**src/rtl/mem_stage_param.sv**
```systemverilog
// Purpose : pipeline MEM stage with a DEPTH-word data memory and LATENCY wait states per access.
// Latency : an access occupies LATENCY+1 cycles; load data is valid combinationally in the completion cycle, then held.
// Backpressure: freeze is raised in every non-completion cycle of an access so that upstream holds its inputs.
//
// Ports:
//   clk, rst         clock, synchronous active-high reset
//   MEM_R_EN_in      load request
//   MEM_W_EN_in      store request (wins over a simultaneous load)
//   ALU_result_in    byte address; BASE_ADDR maps to word index 0
//   ST_val           store data
//   Mem_read_value   load data (combinational in completion cycle, held otherwise)
//   freeze           combinational stall request to the pipeline
//   addr_fault       only when MEM_ADDR_CHECK_EN is defined: out-of-range or misaligned access
//
// Optional feature macro: MEM_ADDR_CHECK_EN. When it is undefined the index wraps modulo
// DEPTH and the low byte-offset bits are ignored.
module mem_stage_param #(
    parameter int DATA_W    = 32,
    parameter int DEPTH     = 64,
    parameter int BASE_ADDR = 1024,
    parameter int LATENCY   = 0
) (
    input  logic              clk,
    input  logic              rst,
    input  logic              MEM_R_EN_in,
    input  logic              MEM_W_EN_in,
    input  logic [DATA_W-1:0] ALU_result_in,
    input  logic [DATA_W-1:0] ST_val,
    output logic [DATA_W-1:0] Mem_read_value,
    output logic              freeze
`ifdef MEM_ADDR_CHECK_EN
    ,
    output logic              addr_fault
`endif
);

    localparam int                BYTE_SH = $clog2(DATA_W / 8);
    localparam int                IDX_W   = $clog2(DEPTH);
    localparam logic [DATA_W-1:0] BASE    = DATA_W'(BASE_ADDR);
    localparam logic [DATA_W-1:0] DEPTH_W = DATA_W'(DEPTH);
    localparam logic [3:0]        LAT     = 4'(LATENCY);

    typedef enum logic {IDLE, BUSY} state_t;

    state_t            state_q, state_d;
    logic [3:0]        cnt_q, cnt_d;
    logic [DATA_W-1:0] hold_q;
    logic [DATA_W-1:0] mem [DEPTH];

    logic              req;
    logic              done;
    logic              fault;
    logic              wr_commit;
    logic              rd_commit;
    logic [DATA_W-1:0] off;
    logic [DATA_W-1:0] word;
    logic [IDX_W-1:0]  idx;
    logic [DATA_W-1:0] rd_data;
    logic              unused_addr;

    assign req  = MEM_R_EN_in | MEM_W_EN_in;
    assign off  = ALU_result_in - BASE;
    assign word = off >> BYTE_SH;
    assign idx  = word[IDX_W-1:0];
    // Upper index bits only matter to the range check; the sink keeps the default build quiet.
    assign unused_addr = ^{off, word};

`ifdef MEM_ADDR_CHECK_EN
    assign fault = req & ((ALU_result_in < BASE) |
                          (word >= DEPTH_W) |
                          (ALU_result_in[BYTE_SH-1:0] != '0));
    assign addr_fault = fault;
`else
    assign fault = 1'b0;
`endif

    always_comb begin
        state_d = state_q;
        cnt_d   = cnt_q;
        freeze  = 1'b0;
        done    = 1'b0;
        case (state_q)
            IDLE: begin
                if (req) begin
                    if (LAT == 4'd0) begin
                        done = 1'b1;
                    end else begin
                        freeze  = 1'b1;
                        state_d = BUSY;
                        cnt_d   = 4'd1;
                    end
                end
            end
            BUSY: begin
                if (!req) begin
                    // Request withdrawn (flush): abandon without touching memory or hold.
                    state_d = IDLE;
                    cnt_d   = 4'd0;
                end else if (cnt_q < LAT) begin
                    freeze = 1'b1;
                    cnt_d  = cnt_q + 4'd1;
                end else begin
                    done    = 1'b1;
                    state_d = IDLE;
                    cnt_d   = 4'd0;
                end
            end
            default: begin
                state_d = IDLE;
                cnt_d   = 4'd0;
            end
        endcase
    end

    // Store has priority, so a dual-enable access never updates the hold register.
    assign wr_commit = done & MEM_W_EN_in & ~fault & ~rst;
    assign rd_commit = done & MEM_R_EN_in & ~MEM_W_EN_in;
    assign rd_data   = fault ? '0 : mem[idx];

    assign Mem_read_value = rd_commit ? rd_data : hold_q;

    always_ff @(posedge clk) begin
        if (rst) begin
            state_q <= IDLE;
            cnt_q   <= 4'd0;
            hold_q  <= '0;
        end else begin
            state_q <= state_d;
            cnt_q   <= cnt_d;
            if (rd_commit) begin
                hold_q <= rd_data;
            end
        end
    end

    // Array has no reset; contents survive rst.
    always_ff @(posedge clk) begin
        if (wr_commit) begin
            mem[idx] <= ST_val;
        end
    end

endmodule
```
**config.mk**
```make
export PLATFORM = sky130hd
export DESIGN_NAME = mem_stage_param
export DESIGN_NICKNAME = d
export VERILOG_FILES = /design/src/rtl/mem_stage_param.sv
export SDC_FILE = /design/constraint.sdc
export NUM_CORES = 2
export LEC_CHECK = 0
export BUFFER_PORTS_ARGS = -buffer_cell sky130_fd_sc_hd__buf_2
export CORE_UTILIZATION = 30
export DETAILED_ROUTE_END_ITERATION = 12
export SLEW_MARGIN = 20
export SYNTH_ARGS = -nofsm -noshare
export SYNTH_HDL_FRONTEND = slang
export SYNTH_SLANG_ARGS = --single-unit
```
**constraint.sdc**
```tcl
create_clock -name clk -period 4 [get_ports clk]
set_input_delay 0.8 -clock clk [delete_from_list [all_inputs] [get_ports clk]]
set_output_delay 0.8 -clock clk [all_outputs]
set_load 0.03 [all_outputs]
```
==> run_results.csv <==
group,metric,value,unit
yosys,async_reset_ff_share,0,%
power_and_ir_drop,powerDensity,461,mW/mm2
power_and_ir_drop,p_leak,33.7,nW
run,drv_cap,0,
yosys,synthAdderAreaFrac,0,%
floorplanning,std_cell_rows,189,
cells_and_area,fillers,24144,
sta,slew_headroom,28.9,%
worst_setup_path,end_kind,"output pin",
worst_setup_path,crit_chain,"buf_16, buf_16, nor2b_4, buf_12, buf_12, buf_4, a22o_1, a222oi_1, o22ai_2, nor4_4, buf_4, nor2_2, buf_6",
cells_and_area,final_cell_count_no_fill,8851,
cells_and_area,layout.nets,5215,
yosys,synthFlopType,"edfxtp_1",
clock_tree,cts_max_path_buffers,3,
worst_setup_path,cpMaxStageDelayCell,"nor4_4",
global_routing,gr-total-overflow,0,
placed_design,place_area,0.0920,mm2
clock_tree,clkSinkCount,2080,
yosys,synth_edf_count,2048,
sta,fin_tns_setup,-0.342,ns
cells_and_area,layout_common_cells,"2048 x edfxtp_1, 646 x buf_4, 346 x mux2i_1",
clock_tree,cts-root-buf,"clkbuf_16",
global_routing,grt_pass1_wl,394000,um
clock_tree,numCtsBuffers,201,
route,via_per_inst,5.60,
floorplanning,die_h,520,um
yosys,synth_seq_cells,2080,
power_and_ir_drop,ir_drop,0.529,mV
cells_and_area,final_common_cell,"edfxtp_1",
cells_and_area,fin_area,0.102,mm2
sta,final-max-slew-violation-count,0,
yosys,synth_area,0.0803,mm2
global_routing,grt_max_degree,65,
cells_and_area,drive_above_1_share,33.2,%
yosys,yosysWarnings,0,
sta,setup_slack,-0.0956,ns
yosys,synth_xor_area_share,0,%
sta,rsz0062_at_grt,"yes",
yosys,synthDistinctLibCells,76,
worst_setup_path,worstSetupPathType,"input port to output pin",
yosys,synth_mux_area_share,9.69,%
placed_design,dp_hpwl,181000,um
power_and_ir_drop,p_total,46.8,mW
route,drc_errors,0,
placed_design,place_ws,-1.05,ns
yosys,synth_top_area_share,76.5,%
worst_setup_path,r2r_start,"mem[5][3]",
route,vias,49531,
worst_setup_path,cp.arrival,3.30,ns
floorplanning,die_w,520,um
sta,fin_worst_skew,0.0314,ns
floorplanning,fp.dieArea,0.270,mm2
worst_setup_path,cp.required,3.20,ns
floorplanning,initial_core_util,30.2,%
worst_setup_path,max_stage_delay,0.44,ns
status,outcome,"finished, violations left",
clock_tree,path_clk_slew,0.06,ns
yosys,synth_area_leader_cell,"edfxtp_1",
sta,hold_viol_final,0,
sta,fin_crit_sh,102,%
placed_design,numPortBuffers,73,
status,failed_checks,"setup timing",
route,antenna_left,0,
worst_setup_path,worstSetupStartpoint,"ALU_result_in[3]",
placed_design,dpl.cell_count,8375,
clock_tree,cts_tree,"done",
sta,post-route-min-period,4.10,ns
worst_setup_path,crit_buf_inv,7,
route,post_drt_wl_per_cell,32.7,um
yosys,syn_inst,4287,
global_routing,grt_antenna_before_repair,18,
worst_hold_path,holdCritPathClass,"input port to flip-flop",
worst_hold_path,worstHoldStart,"ST_val[23]",
sta,fmax,244,MHz
global_routing,grt_pass1_vias,47979,
worst_setup_path,cp_max_fo,9,
worst_setup_path,critPathTopFamily,"buffers and inverters",
clock_tree,htree_levels,4,
cells_and_area,post-route-util,38.2,%
route,first_pass_iters,6,
global_routing,grt.total_usage,21.0,%
route,wl,289000,um
yosys,synth_area_leaders,"edfxtp_1 77%, mux2i_1 4.4%, mux4_2 3.5%",
yosys,syn_nets,4355,
yosys,synth_top_family_by_area,"multiplexers",
yosys,syn_area_per_cell,18.7,um2
yosys,synth-compound-area-share,7.95,%
yosys,synth_simple_gate_area_share,2.90,%
route,drt_iter0_drc,7924,
clock_tree,insertion_delay,0.86,ns
sta,hold_ws,0.397,ns
floorplanning,design.core.area,0.266,mm2
cells_and_area,syn_to_final_growth,26.4,%
yosys,ys_seq_area_share,77.3,%
sta,setup_viol,10,
placed_design,gp_congestion,0.899,
sta,tightest_slew,1.07,ns
worst_setup_path,start_kind,"input port",
floorplanning,ioPinCount,101,
==> worst register-to-register path, delay by kind of cell, from the launching register on <==
family | cells | cell delay (ns)
compound gates | 4 | 1.44
simple gates | 1 | 0.16
flops | 1 | 0.37
mux | 1 | 0.30
==> repair_timing <==
action	in CTS	in global routing
hold buffers	0	0
gates cloned	13	1
pin swaps	76	58
gates resized for setup	280	131
setup buffers	64	31
endpoints found under the setup margin	32	31
==> area by class of cell <==
cell class	count	area [um2]	share of cell area [%]
multi-input combinational	1898	18200	17.9
tap	3533	4420	4.35
inverter	4	26.3	0.0259
clock buffer	258	5350	5.27
timing repair buffer	962	10300	10.1
sequential	2080	62100	61.2
clock inverter	112	1140	1.13
antenna	4	10.0	0.00986
==> report_power, final <==
group | switching (mW) | internal (mW) | leakage (nW)
sequential | 0.0247 | 24.0 | 18.7
clock | 8.32 | 10.7 | 3.15
combinational | 2.26 | 1.47 | 11.9
total | 10.6 | 36.2 | 33.7
==> logic make-up (layout without fill, tap and decap cells) <==
logic type	after synthesis	in the layout
compound gates	835	835
buf+inv	309	1336
flops	2080	2080
mux	606	606
other cells	1	5
simple gates	456	456
==> cell usage after synthesis, types with 8 or more instances <==
master and instances:
nand3b_1 19, a221o_1 84, o22ai_1 116, mux2_2 120, a22oi_1 150, buf_2 109
a31oi_1 38, buf_4 80, nand3_1 46, nor3_1 28, buf_1 17, nor4b_1 8
mux4_2 125, o221ai_1 18, edfxtp_1 2048, dfxtp_1 32, or3b_2 16, clkbuf_1 86
nor2_1 147, nor4_1 14, o31ai_1 10, nor2b_1 17, buf_6 13, o22a_1 32
mux2i_1 354, o21ai_0 50, a222oi_1 17, a22o_1 55, a211oi_1 13, and3_1 14
a21oi_1 69, nand2b_1 11, nand2_1 89, a221oi_1 117
==> final timing paths <==
check | endpoint | slack (ns) | cells after the start
min reg2reg | hold_q[20] | 0.50 | 2
max reg2reg | hold_q[3] | 1.57 | 6
max | Mem_read_value[24] | -0.1 | 13
min | mem[3][23] | 0.40 | 1
==> registers in the layout (all words and copies together) (netlist names) <==
name    cells
mem      2048
hold_q     32
==> routing by layer <==
| metal | vias up | track usage (%) | wire length, um |
|---|---|---|---|
| met5 | - | 0 | 53 |
| met4 | 8 | 9.47 | 13800 |
| met3 | 674 | 5.20 | 34500 |
| met2 | 3320 | 33.1 | 134000 |
| met1 | 25917 | 27.3 | 108000 |
| li1 | 19612 | - | - |
Note: power is estimated with default switching activity, not from simulation.
